<file path="src/rtl/friscv_axi_rd_arbiter.sv">
// Two-slave AXI4 read arbiter: registered round-robin AR slot toward memory,
// zero-latency R steering by ID mask, capped outstanding bursts per slave.
module friscv_axi_rd_arbiter #(
  parameter int AXI_ADDR_W  = 32,
  parameter int AXI_ID_W    = 8,
  parameter int AXI_DATA_W  = 128,
  parameter int OSTDREQ_NUM = 8,
  parameter int S0_ID_MASK  = 32'h10,
  parameter int S1_ID_MASK  = 32'h20
) (
  input  logic                  aclk,
  input  logic                  aresetn,
  input  logic                  srst,
  // slave 0 (icache)
  input  logic                  s0_arvalid,
  output logic                  s0_arready,
  input  logic [AXI_ADDR_W-1:0] s0_araddr,
  input  logic [7:0]            s0_arlen,
  input  logic [2:0]            s0_arsize,
  input  logic [1:0]            s0_arburst,
  input  logic [1:0]            s0_arlock,
  input  logic [3:0]            s0_arcache,
  input  logic [2:0]            s0_arprot,
  input  logic [3:0]            s0_arqos,
  input  logic [3:0]            s0_arregion,
  input  logic [AXI_ID_W-1:0]   s0_arid,
  output logic                  s0_rvalid,
  input  logic                  s0_rready,
  output logic [AXI_ID_W-1:0]   s0_rid,
  output logic [1:0]            s0_rresp,
  output logic [AXI_DATA_W-1:0] s0_rdata,
  output logic                  s0_rlast,
  // slave 1 (dcache)
  input  logic                  s1_arvalid,
  output logic                  s1_arready,
  input  logic [AXI_ADDR_W-1:0] s1_araddr,
  input  logic [7:0]            s1_arlen,
  input  logic [2:0]            s1_arsize,
  input  logic [1:0]            s1_arburst,
  input  logic [1:0]            s1_arlock,
  input  logic [3:0]            s1_arcache,
  input  logic [2:0]            s1_arprot,
  input  logic [3:0]            s1_arqos,
  input  logic [3:0]            s1_arregion,
  input  logic [AXI_ID_W-1:0]   s1_arid,
  output logic                  s1_rvalid,
  input  logic                  s1_rready,
  output logic [AXI_ID_W-1:0]   s1_rid,
  output logic [1:0]            s1_rresp,
  output logic [AXI_DATA_W-1:0] s1_rdata,
  output logic                  s1_rlast,
  // memory
  output logic                  mem_arvalid,
  input  logic                  mem_arready,
  output logic [AXI_ADDR_W-1:0] mem_araddr,
  output logic [7:0]            mem_arlen,
  output logic [2:0]            mem_arsize,
  output logic [1:0]            mem_arburst,
  output logic [1:0]            mem_arlock,
  output logic [3:0]            mem_arcache,
  output logic [2:0]            mem_arprot,
  output logic [3:0]            mem_arqos,
  output logic [3:0]            mem_arregion,
  output logic [AXI_ID_W-1:0]   mem_arid,
  input  logic                  mem_rvalid,
  output logic                  mem_rready,
  input  logic [AXI_ID_W-1:0]   mem_rid,
  input  logic [1:0]            mem_rresp,
  input  logic [AXI_DATA_W-1:0] mem_rdata,
  input  logic                  mem_rlast,
  output logic                  route_err
);

  localparam int CNT_W = $clog2(OSTDREQ_NUM + 1);
  localparam logic [CNT_W-1:0] CNT_MAX = CNT_W'(OSTDREQ_NUM);
  localparam logic [CNT_W-1:0] CNT_ONE = CNT_W'(1);
  localparam logic [AXI_ID_W-1:0] S0_MASK = AXI_ID_W'(S0_ID_MASK);
  localparam logic [AXI_ID_W-1:0] S1_MASK = AXI_ID_W'(S1_ID_MASK);
  localparam int AR_W = AXI_ADDR_W + 8 + 3 + 2 + 2 + 4 + 3 + 4 + 4 + AXI_ID_W;

  function automatic logic [CNT_W-1:0] cnt_next(input logic [CNT_W-1:0] cnt,
                                                input logic inc, input logic dec);
    logic [CNT_W-1:0] res;
    case ({inc, dec})
      2'b10:   res = (cnt < CNT_MAX) ? cnt + CNT_ONE : cnt;
      2'b01:   res = (cnt != '0) ? cnt - CNT_ONE : cnt;
      default: res = cnt;
    endcase
    return res;
  endfunction

  logic            rst_s;
  logic            slot_free_s;
  logic            elig0_s, elig1_s;
  logic            grant0_s, grant1_s;
  logic            hit0_s, hit1_s;
  logic            dec0_s, dec1_s;
  logic            ptr_r;
  logic            mem_arvalid_r;
  logic            route_err_r;
  logic [CNT_W-1:0] cnt0_r, cnt1_r;
  logic [AR_W-1:0] s0_ar_s, s1_ar_s, mem_ar_r;

  assign rst_s = !aresetn || srst;

  assign s0_ar_s = {s0_araddr, s0_arlen, s0_arsize, s0_arburst, s0_arlock,
                    s0_arcache, s0_arprot, s0_arqos, s0_arregion, s0_arid};
  assign s1_ar_s = {s1_araddr, s1_arlen, s1_arsize, s1_arburst, s1_arlock,
                    s1_arcache, s1_arprot, s1_arqos, s1_arregion, s1_arid};
  assign {mem_araddr, mem_arlen, mem_arsize, mem_arburst, mem_arlock,
          mem_arcache, mem_arprot, mem_arqos, mem_arregion, mem_arid} = mem_ar_r;

  assign slot_free_s = !mem_arvalid_r || mem_arready;
  assign elig0_s     = s0_arvalid && (cnt0_r < CNT_MAX);
  assign elig1_s     = s1_arvalid && (cnt1_r < CNT_MAX);

  // Round-robin grant; no grant while reset is asserted so nothing is accepted then lost.
  always_comb begin
    grant0_s = 1'b0;
    grant1_s = 1'b0;
    if (!rst_s && slot_free_s) begin
      if (elig0_s && elig1_s) begin
        grant0_s = !ptr_r;
        grant1_s = ptr_r;
      end else begin
        grant0_s = elig0_s;
        grant1_s = elig1_s;
      end
    end else begin
      grant0_s = 1'b0;
      grant1_s = 1'b0;
    end
  end

  assign s0_arready  = grant0_s;
  assign s1_arready  = grant1_s;
  assign mem_arvalid = mem_arvalid_r;

  // AR slot valid flag and round-robin pointer.
  always_ff @(posedge aclk) begin
    if (rst_s) begin
      mem_arvalid_r <= 1'b0;
      ptr_r         <= 1'b0;
    end else begin
      if (grant0_s || grant1_s) begin
        mem_arvalid_r <= 1'b1;
      end else if (mem_arready) begin
        mem_arvalid_r <= 1'b0;
      end else begin
        mem_arvalid_r <= mem_arvalid_r;
      end
      if (grant0_s) begin
        ptr_r <= 1'b1;
      end else if (grant1_s) begin
        ptr_r <= 1'b0;
      end else begin
        ptr_r <= ptr_r;
      end
    end
  end

  // Capture the granted request; the payload needs no reset as mem_arvalid qualifies it.
  always_ff @(posedge aclk) begin
    if (grant0_s) begin
      mem_ar_r <= s0_ar_s;
    end else if (grant1_s) begin
      mem_ar_r <= s1_ar_s;
    end else begin
      mem_ar_r <= mem_ar_r;
    end
  end

  // s0 wins when both masks match, so a shared ID bit pattern never reaches both slaves.
  assign hit0_s = (mem_rid & S0_MASK) == S0_MASK;
  assign hit1_s = !hit0_s && ((mem_rid & S1_MASK) == S1_MASK);

  // R steering: owning slave gets valid and drives ready; unmatched beats are sunk.
  always_comb begin
    s0_rvalid  = mem_rvalid && hit0_s;
    s1_rvalid  = mem_rvalid && hit1_s;
    mem_rready = 1'b1;
    if (hit0_s) begin
      mem_rready = s0_rready;
    end else if (hit1_s) begin
      mem_rready = s1_rready;
    end else begin
      mem_rready = 1'b1;
    end
  end

  assign s0_rid   = mem_rid;
  assign s0_rresp = mem_rresp;
  assign s0_rdata = mem_rdata;
  assign s0_rlast = mem_rlast;
  assign s1_rid   = mem_rid;
  assign s1_rresp = mem_rresp;
  assign s1_rdata = mem_rdata;
  assign s1_rlast = mem_rlast;

  assign dec0_s = s0_rvalid && s0_rready && mem_rlast;
  assign dec1_s = s1_rvalid && s1_rready && mem_rlast;

  // Outstanding burst counters and sticky routing error flag.
  always_ff @(posedge aclk) begin
    if (rst_s) begin
      cnt0_r      <= '0;
      cnt1_r      <= '0;
      route_err_r <= 1'b0;
    end else begin
      cnt0_r <= cnt_next(cnt0_r, grant0_s, dec0_s);
      cnt1_r <= cnt_next(cnt1_r, grant1_s, dec1_s);
      if (mem_rvalid && !hit0_s && !hit1_s) begin
        route_err_r <= 1'b1;
      end else begin
        route_err_r <= route_err_r;
      end
    end
  end

  assign route_err = route_err_r;

endmodule
</file>
<file path="config.mk">
export PLATFORM = sky130hd
export DESIGN_NAME = friscv_axi_rd_arbiter
export DESIGN_NICKNAME = d
export VERILOG_FILES = /design/src/rtl/friscv_axi_rd_arbiter.sv
export SDC_FILE = /design/constraint.sdc
export NUM_CORES = 1
export LEC_CHECK = 0
export CAP_MARGIN = 20
export CORE_AREA = 10 10 242 244
export DETAILED_ROUTE_END_ITERATION = 12
export DIE_AREA = 0 0 252 254
export RECOVER_POWER = 50
export SLEW_MARGIN = 20
export SYNTH_ARGS = -nofsm -noshare
export SYNTH_HDL_FRONTEND = slang
export SYNTH_SLANG_ARGS = --single-unit
</file>
<file path="constraint.sdc">
create_clock -name aclk -period 4.52 [get_ports aclk]
set_clock_uncertainty 0.2 [all_clocks]
set_input_delay 0.678 -clock aclk [delete_from_list [all_inputs] [get_ports aclk]]
set_output_delay 0.678 -clock aclk [all_outputs]
set_load 0.01 [all_outputs]
</file>
After elaboration in Yosys (flattened, before gate mapping) --
Cells that the tools add are included.
Word-level totals: bits in registers 81, bits in latches 0, RAM bits 0, bits in read-only memories 0, bits of input ports 288, output and inout port bits 355, logic and storage cells 68, memories 0
Operators by class: $add $sub $neg 4, multiply operators 0, divide/modulo/power cells 0, order comparisons 2, equality and inequality tests 8, shift-type cells 0, muxes and demuxes 18, bitwise operators 0, reduce and logical (&&, ||, !) cells 30
Operator list (number):
- 70-bit two-way mux | 2
- 4-bit two-way mux | 4
- 4-bit case mux with 2 select lines | 2
- 1-bit logical AND | 13
- 1-bit two-way mux | 10
- 4-bit by 1-bit adder with 4-bit output, second input constant | 2
- 4-bit less-than comparator, second input constant | 2
- 2-bit inequality test, second input constant | 4
- 2-bit nonzero test | 4
- 4-bit nonzero test | 2
- 4-bit by 1-bit subtractor with 4-bit output, second input constant | 2
- 1-bit zero test | 6
- 3-bit AND reduction | 2
- 2-bit by 1-bit == test with 1-bit output, second input constant | 2
- 2-bit == test, second input constant | 2
- 1-bit logical OR | 3

Longest topological paths before layout --
Gate-level depths: netlist (run 1).
depth in word-level cells 8, depth in mapped cells 12, gate-level depth less buffers 10

Worst setup path after synthesis (run 1) --
Ideal clock, no wire load.
path type input to register, from input s1_arvalid, to register mem_ar_r[0] (enable), data arrival time 3.874 ns, required time 3.822 ns, path slack -0.052 ns, stages 3, path buffers 0, path through nor2b_1 -> nor2b_1 -> nor2_1
Between the ends: longest elaborated chain between the ends 5, elaborated cells on any way between the ends 7
Ends and longest elaborated chain:
- start, declared | RTL line 34 | input logic s1_arvalid,
- 1-bit logical AND * | RTL line 115 | assign elig1_s = s1_arvalid && (cnt1_r < CNT_MAX);
- 1-bit logical AND | RTL line 122 | if (elig0_s && elig1_s) begin
- 1-bit two-way mux | RTL line 122
- 1-bit two-way mux | RTL line 121 | if (!rst_s && slot_free_s) begin
- 2-bit nonzero test (no line) *
- end signal, assigned | RTL line 165 | mem_ar_r <= s0_ar_s;
- end signal, assigned | RTL line 167 | mem_ar_r <= s1_ar_s;
- end signal, assigned | RTL line 169 | mem_ar_r <= mem_ar_r;
- end, declared | RTL line 102 | logic [AR_W-1:0] s0_ar_s, s1_ar_s, mem_ar_r;
Mark *: on every way between the ends. The rest lies on a longest branch, timed or not. A chain may end at the register's enable or synchronous reset.

Worst setup path after layout (run 1) --
from input s1_arvalid, to output s1_arready
Between the ends: longest elaborated chain between the ends 4
Ends and longest elaborated chain:
- 1-bit logical AND * | RTL line 115
- 1-bit logical AND | RTL line 122
- 1-bit two-way mux * | RTL line 122
- 1-bit two-way mux * | RTL line 121
- end, declared | RTL line 35 | output logic s1_arready,
Marked as above.

==> summary.txt, run 1 <==
Synthesis
  • Top_reg_cell synth: edfxtp_1
  • YS warnings: 0
  • Compound-Gate Fraction of Synth Area: 2.19%
  • Commonest cells in the netlist: buf_4 (278), edfxtp_1 (70), mux2_4 (67)
  • Post-synthesis mux area share: 17.3%
  • Synthesized flop and latch total: 81
  • Sequential share of the synthesized area: 38.3%
  • Post-synthesis adder-cell area fraction: 1.03%
  • Ys async rst share: 0%
  • Synth top area share: 34.7%
  • Mapped Nets: 809
  • Number of synthesized flops with an enable pin: 70
  • Synthesized area per cell: 11.7 um^2
  • Simple-Gate Fraction of Synth Area: 3.82%
  • Mapped Area: 6060 um^2
  • Largest family of logic cells by synthesized area: buffers and inverters
  • Xor/xnor cell area share of the yosys netlist: 0.868%
  • Yosys top cell by area: edfxtp_1
  • Synth area leaders: edfxtp_1 (35%), buf_4 (34%), mux2_4 (17%)
  • Most frequent cell after synthesis: buf_4
  • Netlist cell types: 40
  • Mapped Cells: 516

GRT
  • Busiest grt layer: met2
  • Global-route wire length before repair: 40.7 mm
  • Largest net degree at the start of global routing: 71
  • Number of global-route vias before repair: 3,700
  • Grt total ovfl: 0
  • Gr usage total: 9.57%
  • Met1 global-route usage: 5.08%
  • Met3 Track Usage GR: 12.3%
  • Antenna violations before repair: 5
  • M2 GR Usage: 17.0%

Setup path
  • R2R setup slack: 2030 ps
  • Register-to-Register Path Depth: 10
  • Worst Setup Start Kind: input port
  • Critical path depth in cells: 5
  • Critical Path Sink Type: primary output
  • Required time worst endpoint: 3640 ps
  • Delay-heaviest family, CP: buffers and inverters
  • Buffers & Inverters on Critical Path: 3
  • CP Max Fanout: 6
  • Reg2reg start: mem_arvalid$_SDFFE_PP0P_
  • CP Class: input port to primary output
  • Worst EP arrival: 2540 ps
  • Crit-path most repeated cell: clkdlybuf4s50_1
  • Reg-to-reg critical path endpoint: cnt0_r[2]$_SDFFE_PP0P_
  • Worst-path cell chain: clkdlybuf4s50_1 -> nor2b_1 -> o2111ai_1 -> inv_2 -> clkdlybuf4s50_1
  • Delay of the slowest cell on the worst path: 640 ps
  • Slowest CP cell: clkdlybuf4s50_1

Floorplan
  • Rows: 85
  • Initial Util: 11.3%
  • I/O Pins: 643
  • Die Span Y: 254 um
  • Die Width: 252 um
  • Die area: 64,000 um^2
  • Core area: 53,600 um^2

STA
  • Min Hold Slack: 298 ps
  • Post-route clock period utilization: 75.7%
  • Fin. Hold Viols: 0
  • Max Freq: 292 MHz
  • Relative slew slack: 58.7%
  • Setup TNS Final: 0 ps
  • Setup violators final: 0
  • Worst Max-Slew Pin Slew: 619 ps
  • Slew Viols, Final: 0
  • Setup ws final: 1100 ps
  • RSZ-0062 raised after global routing: false
  • Fin crit period: 3420 ps

Worst hold path
  • Hold path startpoint: route_err$_SDFFE_PP0P_
  • Hold path endpoint: route_err$_SDFFE_PP0P_
  • WHS Path Cells: 2
  • Worst Hold Class: flop to flop

Clock tree
  • CTS root buffer: clkbuf_16
  • Clock Path Buffers: 2
  • CTS sink count: 81
  • TritonCTS Buffers: 9
  • CTS tree: yes
  • Worst skew pair latency: 340 ps
  • Reg clk slew, reported paths: 60 ps
  • Post_cts resized: 0
  • Postcts setup bufs: 0
  • Hold_buf cts: 0
  • H-tree Lvls: 3

Placed design
  • Hpwl dp: 29.6 mm
  • Port bufs: 234
  • Inst Count DP: 1,161
  • Post-place setup slack: 1040 ps
  • Gpl congestion: 0.825

Pwr
  • Net Sw Frac: 22.3%
  • VDD IR max: 0.196 mV
  • PwrDens: 262 nW/um^2
  • Final total power: 1.95 mW
  • Leakage: 2.68 nW
  • Combinational share of power: 18.2%
  • Cell Int Power: 1.52 mW
  • Reg power frac: 44.0%
  • Net switching power figure: 0.435 mW
  • Clock Power Share: 37.8%

Routing
  • Iter 0 DRT Violations: 134
  • DRC violations left: 0
  • Via/cell ratio: 2.98
  • First drt pass iteration count: 4
  • WL per Instance: 28.0 um
  • Routed Antenna Nets: 0
  • Post-Route WL: 33.0 mm
  • Via count: 3,502

Finish
  • Nets: 769
  • Synth-to-layout area growth: 22.9%
  • Diodes inserted: 0
  • Layout Cells excl Fill: 1,177
  • Share of cells above drive strength 1: 20.0%

Run
  • Max-Cap Viols: 0

Outcome
  • Status: complete, no violations
-- cells in the final DEF, fill, tap and decap left out, types with 2 or more instances in the layout --
master           instances
mux2_2                   3
nand2b_1                 2
xnor2_1                  3
nand4_1                  2
mux2_4                  67
nand2_1                  5
xor2_1                   3
nor2b_1                  3
clkinv_2                 3
nor2_1                   8
dfxtp_1                 11
a31oi_1                  3
clkbuf_16                9
and3_1                   2
o21ai_0                  4
buf_12                   2
ha_1                     5
inv_1                    4
a21oi_1                  7
nand3_1                  6
nor3b_1                  2
clkinv_4                 3
edfxtp_1                70
clkdlybuf4s50_1        234
-- state kept, by name, indices dropped and copies added, names as in the netlist --
name         flops
mem_arvalid      1
cnt1_r           4
mem_ar_r        70
route_err        1
ptr_r            1
cnt0_r           4
-- stage by stage --
step	cell area, um^2	utilization, %
after global placement	7150	13.3
after detailed placement	7150	13.3
after floorplan	6060	-
after global routing	7440	13.9
after CTS	7440	13.9
final	7440	13.9
-- worst reg2reg max path, delay by kind of cell, from the launching register on --
| family | cells | cell delay, ps |
|---|---|---|
| flops | 1 | 310 |
| compound gates | 3 | 720 |
| fa+ha+maj | 2 | 460 |
| simple gates | 3 | 320 |
| xor+xnor | 2 | 380 |
-- per-layer routing --
layer	share of wire, %	wire, um	vias to the layer above
li1	-	-	1384
met3	29	9430	65
met2	49	16100	609
met4	2.9	941	12
met5	0.29	95	-
met1	19	6400	1432
-- kinds of logic (layout without fill, tap and decap cells) --
logic type | Yosys count | count (layout)
xor+xnor | 6 | 6
flops | 81 | 81
mux | 71 | 71
compound gates | 21 | 21
fa+ha+maj | 5 | 5
buf+inv | 293 | 258
simple gates | 39 | 39
-- how the worst max path moves through the flow --
| stage | slack (ps) | startpoint | endpoint |
|---|---|---|---|
| finish | 1100 | s1_arvalid | s1_arready |
| global route | 970 | s1_arvalid | s1_arready |
| CTS | 1040 | s1_arvalid | s1_arready |
| detailed placement | 1040 | mem_rid[4] | cnt0_r[2]$_SDFFE_PP0P_ |
| global placement | 1060 | s1_arvalid | s1_arready |
| floorplan | 1120 | s1_arvalid | mem_ar_r[0]$_DFFE_PP_ |
-- power groups by stage --
stage | Sequential (mW) | Combinational, mW | Clock [mW]
2_1_floorplan | 0.890 | 0.368 | 0
3_3_place_gp | 0.875 | 0.358 | 0
4_1_cts | 0.860 | 0.363 | 0.763
5_1_grt | 0.861 | 0.378 | 0.793
3_5_place_dp | 0.876 | 0.361 | 0
6_report | 0.859 | 0.356 | 0.738
-- cell type report --
type                            count  area (um^2)
Clock buffer                        9          225
Clock inverter                      7         71.3
Fill cell                        5999        46200
Inverter                            5         18.8
Multi-Input combinational cell    142         1550
Sequential cell                    81         2320
Tap cell                          696          871
Timing Repair Buffer              237         2390
Note: power is estimated with default switching activity, not from simulation.
==> run 2, diff against run 1 <==
--- a/config.mk
+++ b/config.mk
@@ -6,9 +6,9 @@
 export NUM_CORES = 1
 export LEC_CHECK = 0
 export CAP_MARGIN = 20
-export CORE_AREA = 10 10 242 244
+export CORE_AREA = 10 10 243 245
 export DETAILED_ROUTE_END_ITERATION = 12
-export DIE_AREA = 0 0 252 254
+export DIE_AREA = 0 0 253 255
 export RECOVER_POWER = 50
 export SLEW_MARGIN = 20
 export SYNTH_ARGS = -nofsm -noshare
==> constraint.sdc (replaced) <==
create_clock -name aclk -period 3.4 [get_ports aclk]
set_clock_uncertainty 0.2 [all_clocks]
set_input_delay 0.51 -clock aclk [delete_from_list [all_inputs] [get_ports aclk]]
set_output_delay 0.51 -clock aclk [all_outputs]
set_load 0.01 [all_outputs]
==> run 2 against run 1 <==
Against the previous run: die area grew 0.79%; critical path depth did not move; sequential share of layout area fell by 0.24 points; final area rose by 0.79%; cell count grew 1.4%; register-to-register slack worse by 1100 ps; global-route usage rose by 0.32 points; critical path type unchanged; first-iteration DRC count rose by 14%; hold slack got worse by 13 ps; sequential power grew 33%; worst setup slack got worse by 830 ps.
==> summary.txt, run 2 (synthesis results as in run 1) <==
Outcome
  • Status: complete, no violations

Placed design
  • Inst Count DP: 1,178 (+1.5%)
  • Gpl congestion: 0.847 (+2.7%)
  • Port bufs: 234 (unchanged)
  • Post-place setup slack: 137 ps (-900 ps)
  • Hpwl dp: 31.1 mm (+5.0%)

Clock tree
  • CTS root buffer: clkbuf_16
  • H-tree Lvls: 3 (unchanged)
  • Reg clk slew, reported paths: 70 ps (about the same)
  • Clock Path Buffers: 2 (unchanged)
  • Hold_buf cts: 0 (unchanged)
  • CTS tree: yes
  • TritonCTS Buffers: 9 (unchanged)
  • CTS sink count: 81 (unchanged)
  • Post_cts resized: 0 (unchanged)
  • Postcts setup bufs: 0 (unchanged)
  • Worst skew pair latency: 340 ps (about the same)

Floorplan
  • Initial Util: 11.1% (-0.18 points)
  • I/O Pins: 643 (unchanged)
  • Die area: 64,500 um^2 (+0.79%)
  • Rows: 86 (+1.2%)
  • Core area: 54,400 um^2 (+1.6%)
  • Die Span Y: 255 um (+0.39%)
  • Die Width: 253 um (+0.40%)

GRT
  • Grt total ovfl: 0 (unchanged)
  • Global-route wire length before repair: 42.0 mm (+3.1%)
  • Number of global-route vias before repair: 3,699 (-0.027%)
  • Gr usage total: 9.89% (+0.32 points)
  • Largest net degree at the start of global routing: 72 (+1.4%)
  • Antenna violations before repair: 3 (-2)

Finish
  • Final Util: 13.8% (-0.11 points)
  • Nets: 778 (+1.2%)
  • Share of cells above drive strength 1: 21.2% (+1.3 points)
  • Filler instances: 6,045 (+0.77%)
  • Commonest non-fill, non-tap cells in the layout: clkdlybuf4s50_1 (234), edfxtp_1 (70), mux2_4 (67), dfxtp_1 (11), buf_4 (10)
  • Synth-to-layout area growth: 23.9%
  • Biggest register: mem_ar_r
  • Layout Cells excl Fill: 1,194 (+1.4%)
  • Diodes inserted: 0 (unchanged)
  • Most common cell after layout, fill and taps aside: clkdlybuf4s50_1
  • Biggest regs: mem_ar_r: 70 flops, cnt0_r: 4 flops, cnt1_r: 4 flops
  • Max reg flops: 70 (unchanged)

STA
  • Fin crit period: 3130 ps
  • Relative slew slack: 57.9% (-0.85 points)
  • Worst Max-Slew Pin Slew: 632 ps (+12.8 ps)
  • Setup ws final: 274 ps (-826 ps)
  • Setup TNS Final: 0 ps (unchanged)
  • Max Freq: 320 MHz
  • Post-route clock period utilization: 91.9%
  • Fin. Hold Viols: 0 (unchanged)
  • Slew Viols, Final: 0 (unchanged)
  • Setup violators final: 0 (unchanged)
  • RSZ-0062 raised after global routing: false

Routing
  • First drt pass iteration count: 4 (unchanged)
  • Iter 0 DRT Violations: 153 (+14%)
  • WL per Instance: 29.0 um (+3.3%)
  • Routed Antenna Nets: 0 (unchanged)
  • DRC violations left: 0 (unchanged)
  • Via count: 3,549 (+1.3%)
  • Via/cell ratio: 2.97 (-0.10%)
  • Post-Route WL: 34.6 mm (+4.8%)

Run
  • Max-Cap Viols: 0 (unchanged)

Setup path
  • Worst Setup Start Kind: input port
  • Critical Path Sink Type: primary output
  • Worst EP arrival: 2420 ps (-120 ps)
  • Required time worst endpoint: 2690 ps (-950 ps)
  • CP Max Fanout: 6 (unchanged)
  • CP Class: input port to primary output

Pwr
  • PwrDens: 340 nW/um^2 (+30%)
  • Leakage: 2.70 nW (+0.83%)
  • VDD IR max: 0.217 mV (+11%)

Worst hold path
  • Worst Hold Class: flop to flop
## run 2: cell types whose count changed in the layout (fill, tap and decap cells not counted), sizes merged
cell	delta
buf	+9
clkinv	-4
clkinvlp	+3
inv	+2
bufinv	-1
## run 2: worst paths after layout
check	from	end	slack [ps]	cells past startpoint
hold / removal	route_err$_SDFFE_PP0P_	route_err$_SDFFE_PP0P_	280	2
hold reg to reg	route_err$_SDFFE_PP0P_	route_err$_SDFFE_PP0P_	280	2
setup reg to reg	cnt1_r[3]$_SDFFE_PP0P_	cnt0_r[2]$_SDFFE_PP0P_	890	9
setup / recovery	s1_arvalid	s1_arready	270	5
## run 2: layout make-up
cell class                 instances  area [um^2]  area share (%)
clock buffer                       9          225            3.00
timing repair buffer             246         2460            32.8
clock inverter                     7         52.6           0.700
tap                              704          881            11.7
inverter                           5         18.8           0.250
sequential                        81         2320            31.0
multi-input combinational        142         1550            20.6
## run 2: power by group
part,total [mW],switching (mW),internal [mW]
registers,1.14,0.0113,1.13
clock network,0.927,0.429,0.499
logic,0.485,0.159,0.326
total,2.55,0.599,1.95
## run 2: layer usage
metal  up-vias  share of wire [%]  track usage [%]
met2       615                 51             18.5
met5         -               0.15            0.540
li1       1404                  -                -
met4         2                2.8             3.32
met3        50                 25             10.9
met1      1478                 20             5.61
## run 2: critical path, cell delays in order
cell	delay [ps]
clkdlybuf4s50_1	460
nor2b_1	240
o2111ai_1	300
inv_2	200
clkdlybuf4s50_1	690
## run 2: metrics by stage
step	instance area (um^2)	power, mW	hold WS [ps]
after detailed placement	7220	1.65	262
after global placement	7220	1.65	274
final	7500	2.55	285
after global routing	7500	2.67	349
after CTS	7500	2.61	298
after floorplan	6060	1.67	260
